`config.mk`:
```
export PLATFORM = sky130hd
export DESIGN_NAME = uart_receiver_flat
export DESIGN_NICKNAME = d
export VERILOG_FILES = /design/src/rtl/uart_receiver_if.sv /design/src/rtl/uart_receiver.sv /design/src/flat_wrapper.sv
export SDC_FILE = /design/constraint.sdc
export NUM_CORES = 1
export LEC_CHECK = 0
export CORE_MARGIN = 2
export CORE_UTILIZATION = 40
export DETAILED_ROUTE_END_ITERATION = 10
export REMOVE_ABC_BUFFERS = 1
export SYNTH_ARGS = -nofsm -noshare
export SYNTH_HDL_FRONTEND = slang
export SYNTH_SLANG_ARGS = --single-unit
```
`constraint.sdc`:
```
create_clock -name clk -period 6 [get_ports clk]
set_clock_uncertainty 0.2 [all_clocks]
set_input_delay 1.2 -clock clk [delete_from_list [all_inputs] [get_ports clk]]
set_output_delay 1.2 -clock clk [all_outputs]
set_load 0.01 [all_outputs]
```
`src/rtl/uart_receiver_if.sv`:
```
// uart_receiver_if: byte-side handshake between the UART receiver and its consumer.
//   rx_data   received byte (receiver -> consumer)
//   rx_valid  rx_data holds an unread byte
//   frame_err one-clk pulse, stop bit sampled low
//   overrun   sticky, a byte was dropped because the previous one was unread
//   rx_ack    consumer acknowledge (consumer -> receiver)
// master = receiver side, slave = consumer side.
interface uart_receiver_if #(
  parameter int DATA_BITS = 8
);
  logic                 rx_ack;
  logic [DATA_BITS-1:0] rx_data;
  logic                 rx_valid;
  logic                 frame_err;
  logic                 overrun;

  modport master (
    input  rx_ack,
    output rx_data,
    output rx_valid,
    output frame_err,
    output overrun
  );

  modport slave (
    output rx_ack,
    input  rx_data,
    input  rx_valid,
    input  frame_err,
    input  overrun
  );
endinterface

```
`src/rtl/uart_receiver.sv`:
```
// uart_receiver: 8N1 UART receiver with 16x oversampling and 3-sample majority vote.
// Received bytes are held in a one-deep buffer with a valid/ack handshake.
// Ports:
//   clk  in  system clock, rising edge
//   rst  in  asynchronous reset, active high
//   RxD  in  serial line, idle high, asynchronous to clk
//   rx   uart_receiver_if.master: rx_ack in; rx_data, rx_valid, frame_err, overrun out
// Parameters:
//   TICK_DIV   clk cycles per oversample tick (>= 2)
//   DATA_BITS  data bits per frame, LSB first
module uart_receiver #(
  parameter int TICK_DIV  = 27,
  parameter int DATA_BITS = 8
) (
  input  logic            clk,
  input  logic            rst,
  input  logic            RxD,
  uart_receiver_if.master rx
);

  localparam int PW = (TICK_DIV > 1) ? $clog2(TICK_DIV) : 1;
  localparam int BW = $clog2(DATA_BITS + 1);
  localparam logic [PW-1:0] PRESC_LAST = PW'(TICK_DIV - 1);
  localparam logic [BW-1:0] BIT_LAST   = BW'(DATA_BITS - 1);

  typedef enum logic [2:0] {
    IDLE,
    START,
    DATA,
    STOP,
    WAIT_HIGH
  } state_t;

  state_t               state_reg;
  logic                 sync1_reg;
  logic                 sync2_reg;
  logic [PW-1:0]        presc_reg;
  logic [3:0]           tick_cnt_reg;
  logic [BW-1:0]        bit_cnt_reg;
  logic                 s7_reg;
  logic                 s8_reg;
  logic [DATA_BITS-1:0] shift_reg;
  logic                 deliver_reg;
  logic [DATA_BITS-1:0] rx_data_reg;
  logic                 rx_valid_reg;
  logic                 frame_err_reg;
  logic                 overrun_reg;

  logic rxs;
  logic tick;
  logic vote;
  logic at_t9;
  logic at_t15;

  // Two-flop synchroniser; idles high so reset never looks like a start edge.
  always_ff @(posedge clk or posedge rst) begin
    if (rst) begin
      sync1_reg <= 1'b1;
      sync2_reg <= 1'b1;
    end else begin
      sync1_reg <= RxD;
      sync2_reg <= sync1_reg;
    end
  end

  assign rxs    = sync2_reg;
  assign tick   = (presc_reg == PRESC_LAST);
  // Samples from ticks 7 and 8 are stored; the third sample is the live line at tick 9.
  assign vote   = (s7_reg & s8_reg) | (s7_reg & rxs) | (s8_reg & rxs);
  assign at_t9  = tick && (tick_cnt_reg == 4'd9);
  assign at_t15 = tick && (tick_cnt_reg == 4'd15);

  always_ff @(posedge clk or posedge rst) begin
    if (rst) begin
      state_reg     <= IDLE;
      presc_reg     <= '0;
      tick_cnt_reg  <= '0;
      bit_cnt_reg   <= '0;
      s7_reg        <= 1'b1;
      s8_reg        <= 1'b1;
      shift_reg     <= '0;
      deliver_reg   <= 1'b0;
      rx_data_reg   <= '0;
      rx_valid_reg  <= 1'b0;
      frame_err_reg <= 1'b0;
      overrun_reg   <= 1'b0;
    end else begin
      frame_err_reg <= 1'b0;
      deliver_reg   <= 1'b0;

      // Oversample timebase runs only while a frame is in progress; the
      // 4-bit tick counter wraps naturally at the end of each bit period.
      if (state_reg != IDLE) begin
        if (tick) begin
          presc_reg    <= '0;
          tick_cnt_reg <= tick_cnt_reg + 4'd1;
        end else begin
          presc_reg <= presc_reg + PW'(1);
        end
      end

      if (tick && (tick_cnt_reg == 4'd7)) s7_reg <= rxs;
      if (tick && (tick_cnt_reg == 4'd8)) s8_reg <= rxs;

      case (state_reg)
        IDLE: begin
          if (!rxs) begin
            state_reg    <= START;
            presc_reg    <= '0;
            tick_cnt_reg <= '0;
            bit_cnt_reg  <= '0;
          end
        end
        START: begin
          if (at_t9 && vote) begin
            state_reg <= IDLE;          // glitch, not a real start bit
          end else if (at_t15) begin
            state_reg <= DATA;
          end
        end
        DATA: begin
          if (at_t9) begin
            shift_reg <= {vote, shift_reg[DATA_BITS-1:1]};
          end
          if (at_t15) begin
            if (bit_cnt_reg == BIT_LAST) begin
              state_reg   <= STOP;
              bit_cnt_reg <= '0;
            end else begin
              bit_cnt_reg <= bit_cnt_reg + BW'(1);
            end
          end
        end
        STOP: begin
          // Leave at mid-stop so the next start edge has half a bit of slack.
          if (at_t9) begin
            if (vote) begin
              deliver_reg <= 1'b1;
              state_reg   <= IDLE;
            end else begin
              frame_err_reg <= 1'b1;
              state_reg     <= WAIT_HIGH;
            end
          end
        end
        WAIT_HIGH: begin
          if (rxs) state_reg <= IDLE;
        end
        default: state_reg <= IDLE;
      endcase

      // One-deep output buffer. An ack landing on the delivery clk lets the
      // new byte replace the old one without ever dropping rx_valid.
      if (deliver_reg) begin
        if (!rx_valid_reg) begin
          rx_data_reg  <= shift_reg;
          rx_valid_reg <= 1'b1;
        end else if (rx.rx_ack) begin
          rx_data_reg <= shift_reg;
        end else begin
          overrun_reg <= 1'b1;
        end
      end else if (rx_valid_reg && rx.rx_ack) begin
        rx_valid_reg <= 1'b0;
        overrun_reg  <= 1'b0;
      end
    end
  end

  assign rx.rx_data   = rx_data_reg;
  assign rx.rx_valid  = rx_valid_reg;
  assign rx.frame_err = frame_err_reg;
  assign rx.overrun   = overrun_reg;

endmodule

```
`src/flat_wrapper.sv`:
```
// flat-port wrapper written by rule: the top's interface ports become plain ports
module uart_receiver_flat 
#(
  parameter int TICK_DIV  = 27,
  parameter int DATA_BITS = 8
)
  (clk, rst, RxD, rx_rx_ack, rx_rx_data, rx_rx_valid, rx_frame_err, rx_overrun);
  uart_receiver_if #(.DATA_BITS(DATA_BITS)) rx_i ();
  input  logic clk;
  input  logic rst;
  input  logic RxD;
  input wire logic [$bits(rx_i.rx_ack)-1:0] rx_rx_ack;
  output wire logic [$bits(rx_i.rx_data)-1:0] rx_rx_data;
  output wire logic [$bits(rx_i.rx_valid)-1:0] rx_rx_valid;
  output wire logic [$bits(rx_i.frame_err)-1:0] rx_frame_err;
  output wire logic [$bits(rx_i.overrun)-1:0] rx_overrun;
  assign rx_i.rx_ack = rx_rx_ack;
  assign rx_rx_data = rx_i.rx_data;
  assign rx_rx_valid = rx_i.rx_valid;
  assign rx_frame_err = rx_i.frame_err;
  assign rx_overrun = rx_i.overrun;
  uart_receiver #(.TICK_DIV(TICK_DIV), .DATA_BITS(DATA_BITS)) u_core (.clk(clk), .rst(rst), .RxD(RxD), .rx(rx_i));
endmodule
```
==> impl_metrics.ini <==
[cts]
clkTransAtPathRegs_ns = 0.08
cts_tree = built
htreeDepth = 2
clock_path_buffers = 2
cts_sinks = 40
cts_resized = 0
cts_made_buffers = 5
clock_latency_ns = 0.29
root_buffer = clkbuf_8
hold_buffers = 0
post-cts-setup-buffers = 0

[synthesis]
syn-cell-area_mm2 = 0.00192
synth_edf_count = 0
synth_cell_type_count = 42
synth-xor-area-share = 0.0137
synth_top_flop_cell = dfrtp_1
synth_compound_area_frac = 0.0911
postSynthCellCount = 161
synth_top_family_by_area = simple AND/OR/NAND/NOR gates
yosysSeqAreaShare = 0.523
synth_warnings = 0
synth-simple-area-share = 0.181
avgSynthCellArea_um2 = 11.9
synth_fa_ha_area_frac = 0.0443
ys_async_sr_fraction = 1.00
synthMuxAreaShare = 0.118
ys_seq_elements = 40

[worst_setup_path]
max_stage_delay_ns = 0.54
cp-start-kind = register
crit_required_ns = 4.60
worstPathCellList = clkdlybuf4s50_1
critPathTopFamily = buffers and inverters
cp_max_fo = 3
path_class = register to output port
critical_path.endpoint_type = output port
worst-path-buf-inv = 1
slowest_stage = clkdlybuf4s50_1
worstPathArrival_ns = 1.19

[grt]
grt_overflow = 0
track_usage = 0.137
grt_max_degree = 41
grt_antenna_before_repair = 0
grt_pass1_wl_um = 5650
grt_pass1_vias = 1238

[place]
gp_congestion = 0.807
dpl.hpwl_um = 2310
io_buffers = 14
place_ws_ns = 3.23

[die]
rows = 25
start_util = 0.410
core_mm2 = 0.00469
die_w_um = 73.3
fp.dieH_um = 73.3
fp.dieArea_mm2 = 0.00538
io_pins = 15

[final_layout]
nets = 188
multi_input_area_um2 = 862
final_util = 0.468
drive_gt1_frac = 0.212
syn2layout_area_growth_pct = 14.3
seqCellArea_mm2 = 0.00101
n_antenna_cell = 0
fillers = 426

[routing]
firstDrtPassIters = 5
ant_nets = 0
viasPerCell = 5.39
post_drt_wl_per_cell_um = 13.7
route.detailed.drc = 0
routed_wl_um = 3180
via_count = 1256
dr.first_iter.drc_count = 64

[sta]
post-route-min-period_ns = 2.59
slew_headroom = 0.545
slew_viol_final = 0
rsz0062_at_grt = no
setup-tns-final_ns = 0
fmax_mhz = 386
hold_violations = 0
tightest_slew_ns = 0.677
fin_ws_ns = 3.41
min_period_over_period = 0.432
final-setup-viol-count = 0

[status]
outcome = finished, final reports clean

[pwr]
p_leak_uw = 0.000970
p_total_uw = 453
vdd_drop_max_mv = 0.0685
powerDensity_mw_per_mm2 = 206

[min_path]
hold_class = register to register

[run]
max-cap-violations = 0
==> per-stage QoR <==
| stage | instances | hold WS, ns | instance area, um2 |
|---|---|---|---|
| after global routing | 233 | 0.171 | 2200 |
| after global placement | 225 | 0.148 | 2110 |
| after CTS | 233 | 0.159 | 2200 |
| final | 233 | 0.158 | 2200 |
| after floorplan | 156 | 0.145 | 1890 |
| after detailed placement | 225 | 0.148 | 2110 |
==> final cells by class <==
cell class,count,area share
Clock buffer,5,0.0313
Tap cell,54,0.0308
Clock inverter,3,0.00854
Timing Repair Buffer,15,0.0672
Sequential cell,40,0.458
Inverter,7,0.0120
Multi-Input combinational cell,109,0.392
==> logic make-up (layout without fill, tap and decap cells) <==
logic type	after synthesis	after routing
compound gates	22	22
mux	20	20
fa+ha+maj	7	7
buf+inv	12	30
xor+xnor	3	3
simple gates	57	57
flops	40	40
==> Yosys cell counts (2+ instances only) <==
| cell type | count | area share |
|---|---|---|
| xor2_1 | 3 | 0.014 |
| nand2b_1 | 3 | 0.0098 |
| nor3_1 | 6 | 0.016 |
| nor2b_1 | 2 | 0.0065 |
| ha_1 | 6 | 0.039 |
| nand3b_1 | 2 | 0.0078 |
| nand4_1 | 4 | 0.013 |
| nor2_1 | 8 | 0.016 |
| nand2_1 | 15 | 0.029 |
| mux2_2 | 17 | 0.10 |
| o21ai_0 | 6 | 0.016 |
| dfrtp_1 | 36 | 0.47 |
| buf_2 | 4 | 0.010 |
| nor3b_1 | 2 | 0.0078 |
| dfstp_2 | 4 | 0.055 |
| a21oi_1 | 6 | 0.016 |
| inv_1 | 7 | 0.014 |
| o31ai_1 | 2 | 0.0078 |
| nand3_1 | 5 | 0.013 |
==> layout by cell type (no fill, tap or decap), types with 6 or more instances in the layout <==
cell type,n
a21oi_1,6
ha_1,6
nor2_1,8
o21ai_0,6
dfrtp_1,36
nor3_1,6
nand2_1,15
clkdlybuf4s50_1,14
inv_1,7
mux2_2,17
==> power by group <==
part / total (uW) / switching, uW / leakage, uW / internal (uW)
Clock: 173 / 91.9 / 0.0000479 / 81.0
Combinational: 8.41 / 5.65 / 0.000402 / 2.76
Sequential: 272 / 1.04 / 0.000520 / 271
Total: 453 / 98.5 / 0.000970 / 354
==> final timing paths <==
check / start / endpoint / slack, ns / cells after the start
max: u_core.rx.overrun / rx_overrun / 3.41 / 1
min: u_core.sync1_reg / u_core.rxs / 0.16 / 0
max reg2reg: u_core.presc_reg[0] / u_core.shift_reg[6] / 3.60 / 6
min reg2reg: u_core.sync1_reg / u_core.rxs / 0.16 / 0
max in group asynchronous: rst / u_core.s7_reg / 4.11 / 3
min in group asynchronous: rst / u_core.presc_reg[0] / 1.13 / 3
==> per-layer routing <==
| layer | vias up | GRT usage | part of all wire |
|---|---|---|---|
| met4 | 0 | 0.0485 | 0.016 |
| met3 | 5 | 0.0370 | 0.030 |
| met5 | - | 0 | 0 |
| met1 | 615 | 0.163 | 0.46 |
| li1 | 612 | - | - |
| met2 | 24 | 0.239 | 0.49 |
No activity file was read; power rests on OpenSTA's default activity.
